**config.mk**
```make
export PLATFORM = sky130hd
export DESIGN_NAME = pool_feeder
export DESIGN_NICKNAME = d
export VERILOG_FILES = /design/src/rtl/pool_feeder.sv
export SDC_FILE = /design/constraint.sdc
export NUM_CORES = 1
export LEC_CHECK = 0
export ABC_CLOCK_PERIOD_IN_PS = 18710
export CAP_MARGIN = 20
export CORE_MARGIN = 2
export CORE_UTILIZATION = 25
export DETAILED_ROUTE_END_ITERATION = 12
export DONT_BUFFER_PORTS = 1
export PLACE_DENSITY = 0.46
export SKIP_LAST_GASP = 1
export SYNTH_ARGS = -nofsm -noshare
export SYNTH_HDL_FRONTEND = slang
export SYNTH_SLANG_ARGS = --single-unit
```
**constraint.sdc**
```tcl
create_clock -name clk -period 18.71 [get_ports clk]
set_input_delay 0 -clock clk [delete_from_list [all_inputs] [get_ports clk]]
set_output_delay 0 -clock clk [all_outputs]
set_load 0.02 [all_outputs]
```
**src/rtl/pool_feeder.sv**
```systemverilog
// pool_feeder: walks a square map in sync RAM and feeds 2x2 windows to pool.
// Optional edge padding for odd maps: define POOL_FEEDER_PAD_EN.
module pool_feeder #(
  parameter int DWIDTH = 16,
  parameter int AWIDTH = 12,
  parameter int SWIDTH = 6
) (
  input  logic              clk,
  input  logic              rst,
  input  logic              start,
  input  logic [SWIDTH-1:0] fea_size,
  input  logic [AWIDTH-1:0] rd_base,
  input  logic [AWIDTH-1:0] wr_base,
  output logic              mem_rd_en,
  output logic [AWIDTH-1:0] mem_rd_addr,
  input  logic [DWIDTH-1:0] mem_rdata,
  output logic [DWIDTH-1:0] pixel_feat0,
  output logic [DWIDTH-1:0] pixel_feat1,
  output logic [DWIDTH-1:0] pixel_feat2,
  output logic [DWIDTH-1:0] pixel_feat3,
  output logic              out_en,
  input  logic [DWIDTH-1:0] pmap,
  output logic              wr_en,
  output logic [AWIDTH-1:0] wr_addr,
  output logic [DWIDTH-1:0] wr_data,
  output logic              busy,
  output logic              done
);

  typedef enum logic [1:0] {
    IDLE, READ, DRAIN, DONE
  } state_t;

  localparam logic [DWIDTH-1:0] MINV =
    {1'b1, {(DWIDTH-1){1'b0}}};

  function automatic logic [SWIDTH-1:0] side_out(
    input logic [SWIDTH-1:0] w
  );
`ifdef POOL_FEEDER_PAD_EN
    logic [SWIDTH:0] t;
    t = {1'b0, w} + 1'b1;
    return t[SWIDTH:1];
`else
    return w >> 1;
`endif
  endfunction

  // Slot k of window (r,c): row 2r+k[1], column 2c+k[0].
  function automatic logic is_pad(
    input logic [SWIDTH-1:0] w,
    input logic [SWIDTH-1:0] r,
    input logic [SWIDTH-1:0] c,
    input logic [1:0]        k
  );
    return ({r, k[1]} >= {1'b0, w}) ||
           ({c, k[0]} >= {1'b0, w});
  endfunction

  function automatic logic [AWIDTH-1:0] addr_of(
    input logic [AWIDTH-1:0] base,
    input logic [SWIDTH-1:0] w,
    input logic [SWIDTH-1:0] r,
    input logic [SWIDTH-1:0] c,
    input logic [1:0]        k
  );
    logic [AWIDTH-1:0] row;
    logic [AWIDTH-1:0] col;
    row = AWIDTH'({r, k[1]});
    col = AWIDTH'({c, k[0]});
    return base + row * AWIDTH'(w) + col;
  endfunction

  state_t            st;
  logic [SWIDTH-1:0] w_q, o_q, r, c, nr, nc, wn;
  logic [AWIDTH-1:0] rb_q, wb_q;
  logic [1:0]        k, nk, cap_k;
  logic              last, cap_v, cap_pad, p1;
  logic [DWIDTH-1:0] slot0, slot1, slot2;

  assign wr_data = pmap;

  // Next window slot in row-major order, and end-of-map detect.
  always_comb begin
    nk   = k + 2'd1;
    nc   = c;
    nr   = r;
    last = 1'b0;
    if (k == 2'd3) begin
      if (c == o_q - 1'b1) begin
        nc = '0;
        nr = r + 1'b1;
        last = (r == o_q - 1'b1);
      end else begin
        nc = c + 1'b1;
      end
    end
  end

  // Control FSM, read issue, staging and fixed delay pipeline.
  always_ff @(posedge clk) begin
    if (rst) begin
      st          <= IDLE;
      w_q         <= '0;
      o_q         <= '0;
      rb_q        <= '0;
      wb_q        <= '0;
      r           <= '0;
      c           <= '0;
      k           <= '0;
      wn          <= '0;
      cap_v       <= 1'b0;
      cap_k       <= '0;
      cap_pad     <= 1'b0;
      p1          <= 1'b0;
      slot0       <= '0;
      slot1       <= '0;
      slot2       <= '0;
      mem_rd_en   <= 1'b0;
      mem_rd_addr <= '0;
      pixel_feat0 <= '0;
      pixel_feat1 <= '0;
      pixel_feat2 <= '0;
      pixel_feat3 <= '0;
      out_en      <= 1'b0;
      wr_en       <= 1'b0;
      wr_addr     <= '0;
      busy        <= 1'b0;
      done        <= 1'b0;
    end else begin
      cap_v   <= (st == READ) && (o_q != '0);
      cap_k   <= k;
      cap_pad <= is_pad(w_q, r, c, k);
      if (cap_v) begin
        unique case (cap_k)
          2'd0: slot0 <= cap_pad ? MINV : mem_rdata;
          2'd1: slot1 <= cap_pad ? MINV : mem_rdata;
          2'd2: slot2 <= cap_pad ? MINV : mem_rdata;
          default: ;
        endcase
      end
      if (cap_v && cap_k == 2'd3) begin
        pixel_feat0 <= slot0;
        pixel_feat1 <= slot1;
        pixel_feat2 <= slot2;
        pixel_feat3 <= cap_pad ? MINV : mem_rdata;
      end
      p1     <= cap_v && (cap_k == 2'd3);
      out_en <= p1;
      wr_en  <= out_en;
      if (out_en) begin
        wr_addr <= wb_q + AWIDTH'(wn);
        wn      <= wn + 1'b1;
      end
      unique case (st)
        IDLE: begin
          if (start) begin
            st   <= READ;
            busy <= 1'b1;
            w_q  <= fea_size;
            o_q  <= side_out(fea_size);
            rb_q <= rd_base;
            wb_q <= wr_base;
            r    <= '0;
            c    <= '0;
            k    <= '0;
            wn   <= '0;
            if (side_out(fea_size) != '0) begin
              mem_rd_en   <= 1'b1;
              mem_rd_addr <= rd_base;
            end
          end
        end
        READ: begin
          if (o_q == '0) begin
            st        <= DONE;
            done      <= 1'b1;
            mem_rd_en <= 1'b0;
          end else if (last) begin
            st        <= DRAIN;
            mem_rd_en <= 1'b0;
          end else begin
            r <= nr;
            c <= nc;
            k <= nk;
            mem_rd_en <= !is_pad(w_q, nr, nc, nk);
            if (!is_pad(w_q, nr, nc, nk))
              mem_rd_addr <= addr_of(rb_q, w_q, nr, nc, nk);
          end
        end
        DRAIN: begin
          if (wr_en && !cap_v && !p1 && !out_en) begin
            st   <= DONE;
            done <= 1'b1;
          end
        end
        DONE: begin
          st   <= IDLE;
          done <= 1'b0;
          busy <= 1'b0;
        end
        default: st <= IDLE;
      endcase
    end
  end

endmodule

```
### After elaboration in Yosys (flattened, before gate mapping)

Index checks and enable logic that the tools add are counted.

* bits in registers: 203
* input bits: 65
* output and inout port bits: 109
* word-level logic and storage cells: 128

* add/sub/neg operators: 8
* multiply operators: 1
* $lt $le $gt $ge: 4
* eq/ne operators: 17
* mux-type cells: 42
* reduce and logical (&&, ||, !) cells: 29

Operator list (count)
* $mux W6: 12
* $mux W12: 5
* $ge A7 B6 Y1: 4
* $pmux W12 S2: 1
* $pmux W6 S2: 2
* $add A6 B1 Y6 const B: 3
* $mux W16: 1
* $mux W2: 7
* $add A12 B12 Y12: 1
* $add A12 B6 Y12: 1
* $add A12 B7 Y12: 1
* $eq A6 B6 Y1: 2
* $mul A7 B6 Y12: 1
* $ne A2 B2 Y1 const B: 6
* $reduce_bool A6 Y1: 2
* $eq A2 B2 Y1 const B: 5
* $reduce_and A2 Y1: 5
* $mux W1: 9
* $reduce_and A3 Y1: 3
* $pmux W2 S4: 1
* $logic_not A6 Y1: 1
* $reduce_and A6 Y1: 1
* $sub A5 B1 Y6 const B: 1
* $logic_and A1 B1 Y1: 5
* other kinds (13): 21

### Logic depth before layout (Yosys ltp)

Gate-level depths: netlist of run 1.

* depth in word-level cells: 11
* depth in mapped cells: 30
* gate-level depth less buffers: 27

### Worst setup path after synthesis of run 1

Ideal clock, no wire load.

* kind: reg2reg
* start point: register w_q[1]
* end point: register mem_rd_addr[11]
* library setup time: 0.091 ns
* arrival: 6.255 ns
* required time: 18.619 ns
* path slack: 12.364 ns
* cell stages (with the launch flop): 27
* path buffers: 4
* period minus slack after synthesis: 6.346 ns
* cell sequence: dfxtp_1 -> or3_1 -> clkbuf_2 -> or4_1 -> and4_1 -> buf_6 -> and2_4 -> buf_6 -> buf_2 -> xnor2_1 -> inv_1 -> nand2_1 -> fa_1 -> fa_1 -> inv_1 -> fa_1 -> inv_1 -> fa_1 -> inv_1 -> ha_1 -> o21ai_0 -> o21ai_0 -> a31oi_1 -> or2_2 -> a2111oi_1 -> nor4_1 -> a311oi_1

* cells in the longest elaborated chain, start to end: 7

Ends and longest elaborated chain
* start: declaration: line 75 `logic [SWIDTH-1:0] w_q, o_q, r, c, nr, nc, wn;`
* start signal: assignment: line 160 `w_q <= fea_size;`
* $mul A7 B6 Y12: line 71 `return base + row * AWIDTH'(w) + col;`
* $add A12 B12 Y12: line 71
* $add A12 B7 Y12: line 71
* $mux W12: line 187 `if (!is_pad(w_q, nr, nc, nk))`
* $mux W12: line 179 `end else if (last) begin`
* $mux W12: line 175 `if (o_q == '0) begin`
* $pmux W12 S2: line 155 `unique case (st)`
* end signal: assignment: line 170 `mem_rd_addr <= rd_base;`
* end signal: assignment: line 188 `mem_rd_addr <= addr_of(rb_q, w_q, nr, nc, nk);`
* end: declaration: line 15 `output logic [AWIDTH-1:0] mem_rd_addr,`

Parallel ways exist; a longest one is shown, timed or not. The select of a mux whose other input is x is not followed.
A chain may end at the register's enable or synchronous reset.

### Worst setup path after layout of run 1

* start point: register w_q[2]
* end point: register mem_rd_addr[11]

The elaborated chain is that of the path after synthesis.

==> flow_summary.json, run 1 <==
{
  "p_leak_nw": 4.53,
  "min_period_ns": 7.24,
  "synth-seq-cells": 198,
  "rows": 75,
  "drt.antenna.violating_nets": 0,
  "vdd_ir_drop_max_mv": 0.0759,
  "grt_pass1_wl_um": 49200,
  "setup_viol": 0,
  "hold_ws_ns": 0.00000678,
  "io_pins": 174,
  "fin_util_pct": 28.7,
  "root_buffer": "clkbuf_16",
  "tns_ns": 0,
  "holdBufCountCts": 49,
  "worstMarginPinSlew_ns": 0.910,
  "place_inst": 1789,
  "cellPowerDensity_nw_per_um2": 97.3,
  "cts_buffer_depth": 2,
  "drt_iter0_drc": 681,
  "p_int_mw": 0.746,
  "highest_layer": "met4",
  "cts_buffers": 17,
  "grt_antenna_before_repair": 0,
  "worstPathRequired_ns": 19.08,
  "wl_per_cell_um": 16.8,
  "synth_nets": 1502,
  "finalWirelength_um": 31400,
  "worstSkewPairLatency_ns": 0.46,
  "grt_overflow": 0,
  "place_hpwl_um": 22200,
  "timing.rr.start": "w_q[2]",
  "p_sw_mw": 0.430,
  "final_cell_mix": "nand2_1 (316), dfxtp_1 (198), a21oi_1 (176)",
  "htree_levels": 4,
  "grt_max_degree": 194,
  "yosysWarnings": 0,
  "crit_fanout": 14,
  "viasPerCell": 4.73,
  "slew_violations": 0,
  "clkPwrFrac_pct": 30.3,
  "cts_sinks": 198,
  "status": "completed",
  "die_y_um": 211,
  "syn_area_per_cell_um2": 8.07,
  "insertedDiodeCount": 0,
  "cts_setup_buffers": 0,
  "syn_to_final_growth_pct": 12.7,
  "end_kind": "flop",
  "gp_congestion": 0.843,
  "crit_type": "reg2reg",
  "pwr-share-seq_pct": 43.6,
  "yosys_most_used_dff": "dfxtp_1",
  "cts_resized": 0,
  "hold_viol": 0,
  "hp-class": "in2out",
  "finalCritPeriodShare_pct": 38.7,
  "power.share.combinational_pct": 26.1,
  "min_from": "pmap[13]",
  "maxCapViolCount": 0,
  "async_reset_ff_share_pct": 0,
  "firstDrtPassIters": 5,
  "startpoint_type": "flop",
  "wl_met3_um": 1450,
  "wl_met1_um": 14800,
  "sw_frac_of_total_pct": 36.6,
  "stdcell_count": 1867,
  "relSlewSlack_pct": 39.4,
  "layout.nets": 1491,
  "dieArea_um2": 44600,
  "final_layout_size_suffix_gt1_share_pct": 4.29,
  "finalClockSkew_ns": 0.0123,
  "core_um2": 42100,
  "rsz0062_at_grt": "false",
  "synth_cell_type_count": 66,
  "syn_area_um2": 10700,
  "drc": 0,
  "die_w_um": 211,
  "layout_commonest_cell": "nand2_1",
  "cp_data_arrival_time_ns": 7.61,
  "routed-via-count": 8825,
  "port_buffers": 0,
  "grt_pass1_vias": 8521,
  "synthesis.instances": 1329,
  "cts_tree": "yes",
  "synth_edf_count": 0,
  "startpoint": "w_q[2]",
  "grt_usage_pct": 14.3,
  "path_clk_slew_ns": 0.07,
  "fmax_mhz": 138,
  "start_util_pct": 25.4,
  "ys_seq_area_share_pct": 37.0,
  "met2_wirelength_um": 14700
}
## metrics by stage
stage | power [mW] | cell area [µm²] | worst slack, ns
floorplan | 0.735 | 10700 | 12.36
global placement | 0.810 | 11000 | 11.82
detailed placement | 0.813 | 11000 | 11.55
CTS | 1.19 | 12100 | 11.52
global route | 1.25 | 12100 | 10.91
finish | 1.18 | 12100 | 11.47
## flip-flops by register name (all words and copies together) (netlist names), 2 cells and up
| name | flops |
|---|---|
| c | 6 |
| cap_k | 2 |
| k | 2 |
| mem_rd_addr | 12 |
| pixel_feat0 | 16 |
| pixel_feat1 | 16 |
| pixel_feat2 | 16 |
| pixel_feat3 | 16 |
| r | 6 |
| rb_q | 12 |
| slot0 | 16 |
| slot1 | 16 |
| slot2 | 16 |
| st | 2 |
| w_q | 6 |
| wb_q | 12 |
| wn | 6 |
| wr_addr | 12 |
## worst max-delay path, stage by stage (launching register included)
cell	delay, ns
dfxtp_1	0.37
inv_1	0.29
ha_1	0.35
nor3b_4	0.29
mux2i_1	0.14
nor3_1	0.47
and2_4	0.35
mux2i_1	0.42
inv_1	0.20
nand2_1	0.13
fa_1	0.45
fa_1	0.54
inv_1	0.05
fa_1	0.52
inv_1	0.05
fa_1	0.53
inv_1	0.04
ha_1	0.30
o21ai_0	0.13
o21ai_0	0.32
a31oi_1	0.16
or2_2	0.33
a2111oi_1	0.37
nor4_1	0.10
a311oi_1	0.24
## metal layers
layer	up-vias	global-route usage, %
li1	4362	-
met5	-	0
met3	22	3.29
met1	4273	19.1
met2	168	22.7
met4	0	4.66
## kinds of logic after synthesis
logic type / Yosys count / synth area share (%)
simple gates: 507 / 21.0
compound gates: 283 / 15.4
xor+xnor: 34 / 2.78
mux: 11 / 1.03
fa+ha+maj: 108 / 15.2
flops: 198 / 37.0
buf+inv: 188 / 7.61
## layout make-up
class | instances | area (µm²)
clock buffer | 19 | 433
clock inverter | 10 | 97.6
sequential | 198 | 3960
multi-input combinational | 943 | 5950
inverter | 98 | 368
fill | 4483 | 30100
tap | 539 | 674
timing repair buffer | 60 | 591
## power by group through the flow
stage	Combinational [mW]	Sequential, mW	Clock (mW)
floorplan	0.230	0.505	0
global placement	0.288	0.522	0
detailed placement	0.291	0.522	0
CTS	0.309	0.513	0.371
global route	0.345	0.517	0.385
finish	0.307	0.513	0.356
## Yosys cell counts, drive strengths merged, types with 15 or more instances
library cell | n | area share (%)
a211oi | 18 | 1.3
a21oi | 176 | 8.2
a31oi | 15 | 0.93
buf | 28 | 2.0
clkbuf | 62 | 2.2
dfxtp | 198 | 37
fa | 37 | 6.9
ha | 71 | 8.3
inv | 97 | 3.4
nand2 | 316 | 11
nand3 | 16 | 0.75
nor2 | 63 | 2.2
nor2b | 23 | 1.3
nor3 | 17 | 0.95
o21ai | 27 | 1.3
xnor2 | 20 | 1.6
## worst paths after layout
path	end	slack, ns	cells past startpoint
max	mem_rd_addr[11]	11.47	24
min	wr_data[13]	0.000007	0
max reg2reg	mem_rd_addr[11]	11.47	24
min reg2reg	slot1[14]	0.46	2
Power figures use the tool's default switching activity.
==> run 2, diff against run 1 <==
--- a/config.mk
+++ b/config.mk
@@ -5,13 +5,14 @@
 export SDC_FILE = /design/constraint.sdc
 export NUM_CORES = 1
 export LEC_CHECK = 0
-export ABC_CLOCK_PERIOD_IN_PS = 18710
+export ABC_AREA = 1
+export ABC_CLOCK_PERIOD_IN_PS = 6100
 export CAP_MARGIN = 20
 export CORE_MARGIN = 2
 export CORE_UTILIZATION = 25
 export DETAILED_ROUTE_END_ITERATION = 12
 export DONT_BUFFER_PORTS = 1
-export PLACE_DENSITY = 0.46
+export PLACE_DENSITY = 0.48
 export SKIP_LAST_GASP = 1
 export SYNTH_ARGS = -nofsm -noshare
 export SYNTH_HDL_FRONTEND = slang
==> constraint.sdc (replaced) <==
create_clock -name clk -period 6.1 [get_ports clk]
set_input_delay 0 -clock clk [delete_from_list [all_inputs] [get_ports clk]]
set_output_delay 0 -clock clk [all_outputs]
set_load 0.02 [all_outputs]
==> run 2 against run 1 <==
Effect of this change:
- total power rose to 4.2 times the previous value
- via count increased by 0.71%
- synthesized cell count increased by 4.4%
- critical path type unchanged
- sequential power rose to 3.3 times the previous value
- clock power rose to 3.4 times the previous value
- largest power group is now combinational cells
==> flow_summary.json, run 2 <==
{
  "hold_viol": 0,
  "path_clk_slew_ns": 0.09,
  "cpPeakStageDelay_ns": 0.55,
  "drt_iter0_drc": 534,
  "grt_usage_pct": 14.6,
  "final_cell_mix": "nor2_1 (230), dfxtp_1 (196), o21ai_0 (163)",
  "slew_violations": 0,
  "p_sw_mw": 2.22,
  "cts_tree": "yes",
  "crit_type": "reg2reg",
  "synth-seq-cells": 198,
  "use_met1_pct": 18.9,
  "reg2regPathDepth": 31,
  "yosys_most_used_dff": "dfxtp_1",
  "root_buffer": "clkbuf_16",
  "synthTopCellsByCount": "nor2_1 (231), dfxtp_1 (198), o21ai_0 (165), inv_1 (162), nand2_1 (159)",
  "drc": 0,
  "die_w_um": 210,
  "cp_common_cell": "nand2_1",
  "cp-endpoint": "mem_rd_addr[11]",
  "worstPathRequired_ns": 6.44,
  "port_buffers": 0,
  "startpoint": "w_q[1]",
  "yosysWarnings": 0,
  "async_reset_ff_share_pct": 0,
  "grt_max_degree": 84,
  "cts_buffers": 17,
  "syn_area_per_cell_um2": 7.67,
  "grt_antenna_before_repair": 1,
  "fin_util_pct": 29.3,
  "htree_levels": 4,
  "final_layout_size_suffix_gt1_share_pct": 9.11,
  "core_um2": 42000,
  "grt_pass1_wl_um": 50400,
  "timing.rr.start": "w_q[1]",
  "crit_fanout": 8,
  "worstSkewPairLatency_ns": 0.47,
  "finalCritPeriodShare_pct": 94.1,
  "use_met2_pct": 23.9,
  "use_met3_pct": 3.89,
  "p_leak_nw": 5.58,
  "drt.antenna.violating_nets": 0,
  "io_pins": 174,
  "place_hpwl_um": 22600,
  "sw_frac_of_total_pct": 44.8,
  "synth_nets": 1561,
  "reg2reg_to": "mem_rd_addr[11]",
  "power.share.combinational_pct": 41.5,
  "syn_area_um2": 10700,
  "viasPerCell": 4.54,
  "ys_seq_area_share_pct": 37.2,
  "fin_area_um2": 12300,
  "synth_top_cell_area_share_pct": 37.2,
  "place_inst": 1868,
  "pwr-share-seq_pct": 34.0,
  "hold_ws_ns": 0.00000881,
  "status": "completed",
  "synth_edf_count": 0,
  "syn_to_final_growth_pct": 15.8,
  "rsz0062_at_grt": "true",
  "cts_buffer_depth": 2,
  "relSlewSlack_pct": 34.0,
  "r2r_setup_slack_ns": 0.36,
  "setup_slack_ns": 0.358,
  "cp_data_arrival_time_ns": 6.08,
  "rows": 75,
  "hp-class": "in2out",
  "p_int_mw": 2.74,
  "layout_commonest_cell": "nor2_1",
  "crit_path_top_delay_cell": "fa_1",
  "maxCapViolCount": 0,
  "stdcell_count": 1956,
  "gp_congestion": 0.871,
  "finalClockSkew_ns": 0.0189,
  "synth.area.top_cells": "dfxtp_1 (37%), ha_1 (8.3%), nor2_1 (8.1%)",
  "grt_overflow": 0,
  "post-place-ws_ns": 0.0907,
  "tns_ns": 0,
  "start_util_pct": 25.3,
  "clkPwrFrac_pct": 24.5,
  "min_period_ns": 5.74,
  "placed_area_um2": 11100,
  "yosys.area.top_type": "dfxtp_1",
  "finalWirelength_um": 32100,
  "synth_cell_type_count": 47,
  "firstDrtPassIters": 5,
  "end_kind": "flop",
  "setup_viol": 0,
  "cts_sinks": 198,
  "synthesis.instances": 1388,
  "startpoint_type": "flop",
  "layout.nets": 1576,
  "grt_pass1_vias": 8764,
  "fmax_mhz": 174,
  "vdd_ir_drop_max_mv": 0.177,
  "worstMarginPinSlew_ns": 0.989,
  "cellPowerDensity_nw_per_um2": 402,
  "busiest_layer": "met2",
  "wl_per_cell_um": 16.4,
  "synth.most_common_cell": "nor2_1",
  "die_y_um": 210,
  "dieArea_um2": 44300,
  "fin_total_pwr_mw": 4.96,
  "routed-via-count": 8888
}
## run 2: cell types whose count changed after synthesis, moves of 23 or more
cell	change
inv_1	+65
nand2_1	-157
nor2_1	+168
a21oi_1	-76
nor2b_1	-23
nand3_1	+27
o21ai_0	+138
## run 2: what timing repair did
action,4_1_cts,5_1_grt
resized for setup,0,12
hold buffers,52,0
setup endpoints to repair,0,6
hold endpoints to repair,135,0
buffers inserted,0,3
## run 2: logic make-up after synthesis
group	after synthesis	share of synthesized area (%)
compound gates	310	15.7
flops	198	37.2
simple gates	498	20.1
xor+xnor	21	1.80
buf+inv	253	9.84
fa+ha+maj	108	15.3
## run 2: routing by layer
layer	wire (µm)	share of wire, %
met1	14700	46
met2	14900	46
met3	1980	6.1
met4	604	1.9
met5	0	0
## run 2: worst max-delay path: cells and delay by family, from the launching register on
kind | cells | cell delay, ns
simple gates | 15 | 1.59
xor+xnor | 1 | 0.17
buf+inv | 7 | 0.61
compound gates | 2 | 0.21
flops | 1 | 0.35
fa+ha+maj | 6 | 2.68
## run 2: cell type report
cell class / count / area (µm²)
fill: 4558 / 29700
multi-input combinational: 937 / 5690
sequential: 198 / 3970
timing repair buffer: 74 / 703
tap: 539 / 674
inverter: 175 / 661
clock buffer: 17 / 425
clock inverter: 15 / 211
antenna: 1 / 2.50
## run 2: power groups by stage
stage	Clock, mW	Sequential [mW]	Combinational, mW
after floorplan	0	1.66	1.50
after global placement	0	1.71	2.01
after detailed placement	0	1.71	2.01
after CTS	1.25	1.69	2.06
after global routing	1.30	1.71	2.34
final	1.22	1.69	2.06
## run 2: worst min-delay path by stage
stage | from | cells after the start | slack, ns | to
5_1_grt | pmap[6] | 0 | 0.00003 | wr_data[6]
6_report | pmap[9] | 0 | 0.000009 | wr_data[9]
3_5_place_dp | pmap[0] | 0 | 0.0001 | wr_data[0]
2_1_floorplan | pmap[0] | 1 | 0.11 | wr_data[0]
3_3_place_gp | pmap[0] | 0 | 0.0001 | wr_data[0]
4_1_cts | pmap[0] | 0 | 0.0001 | wr_data[0]
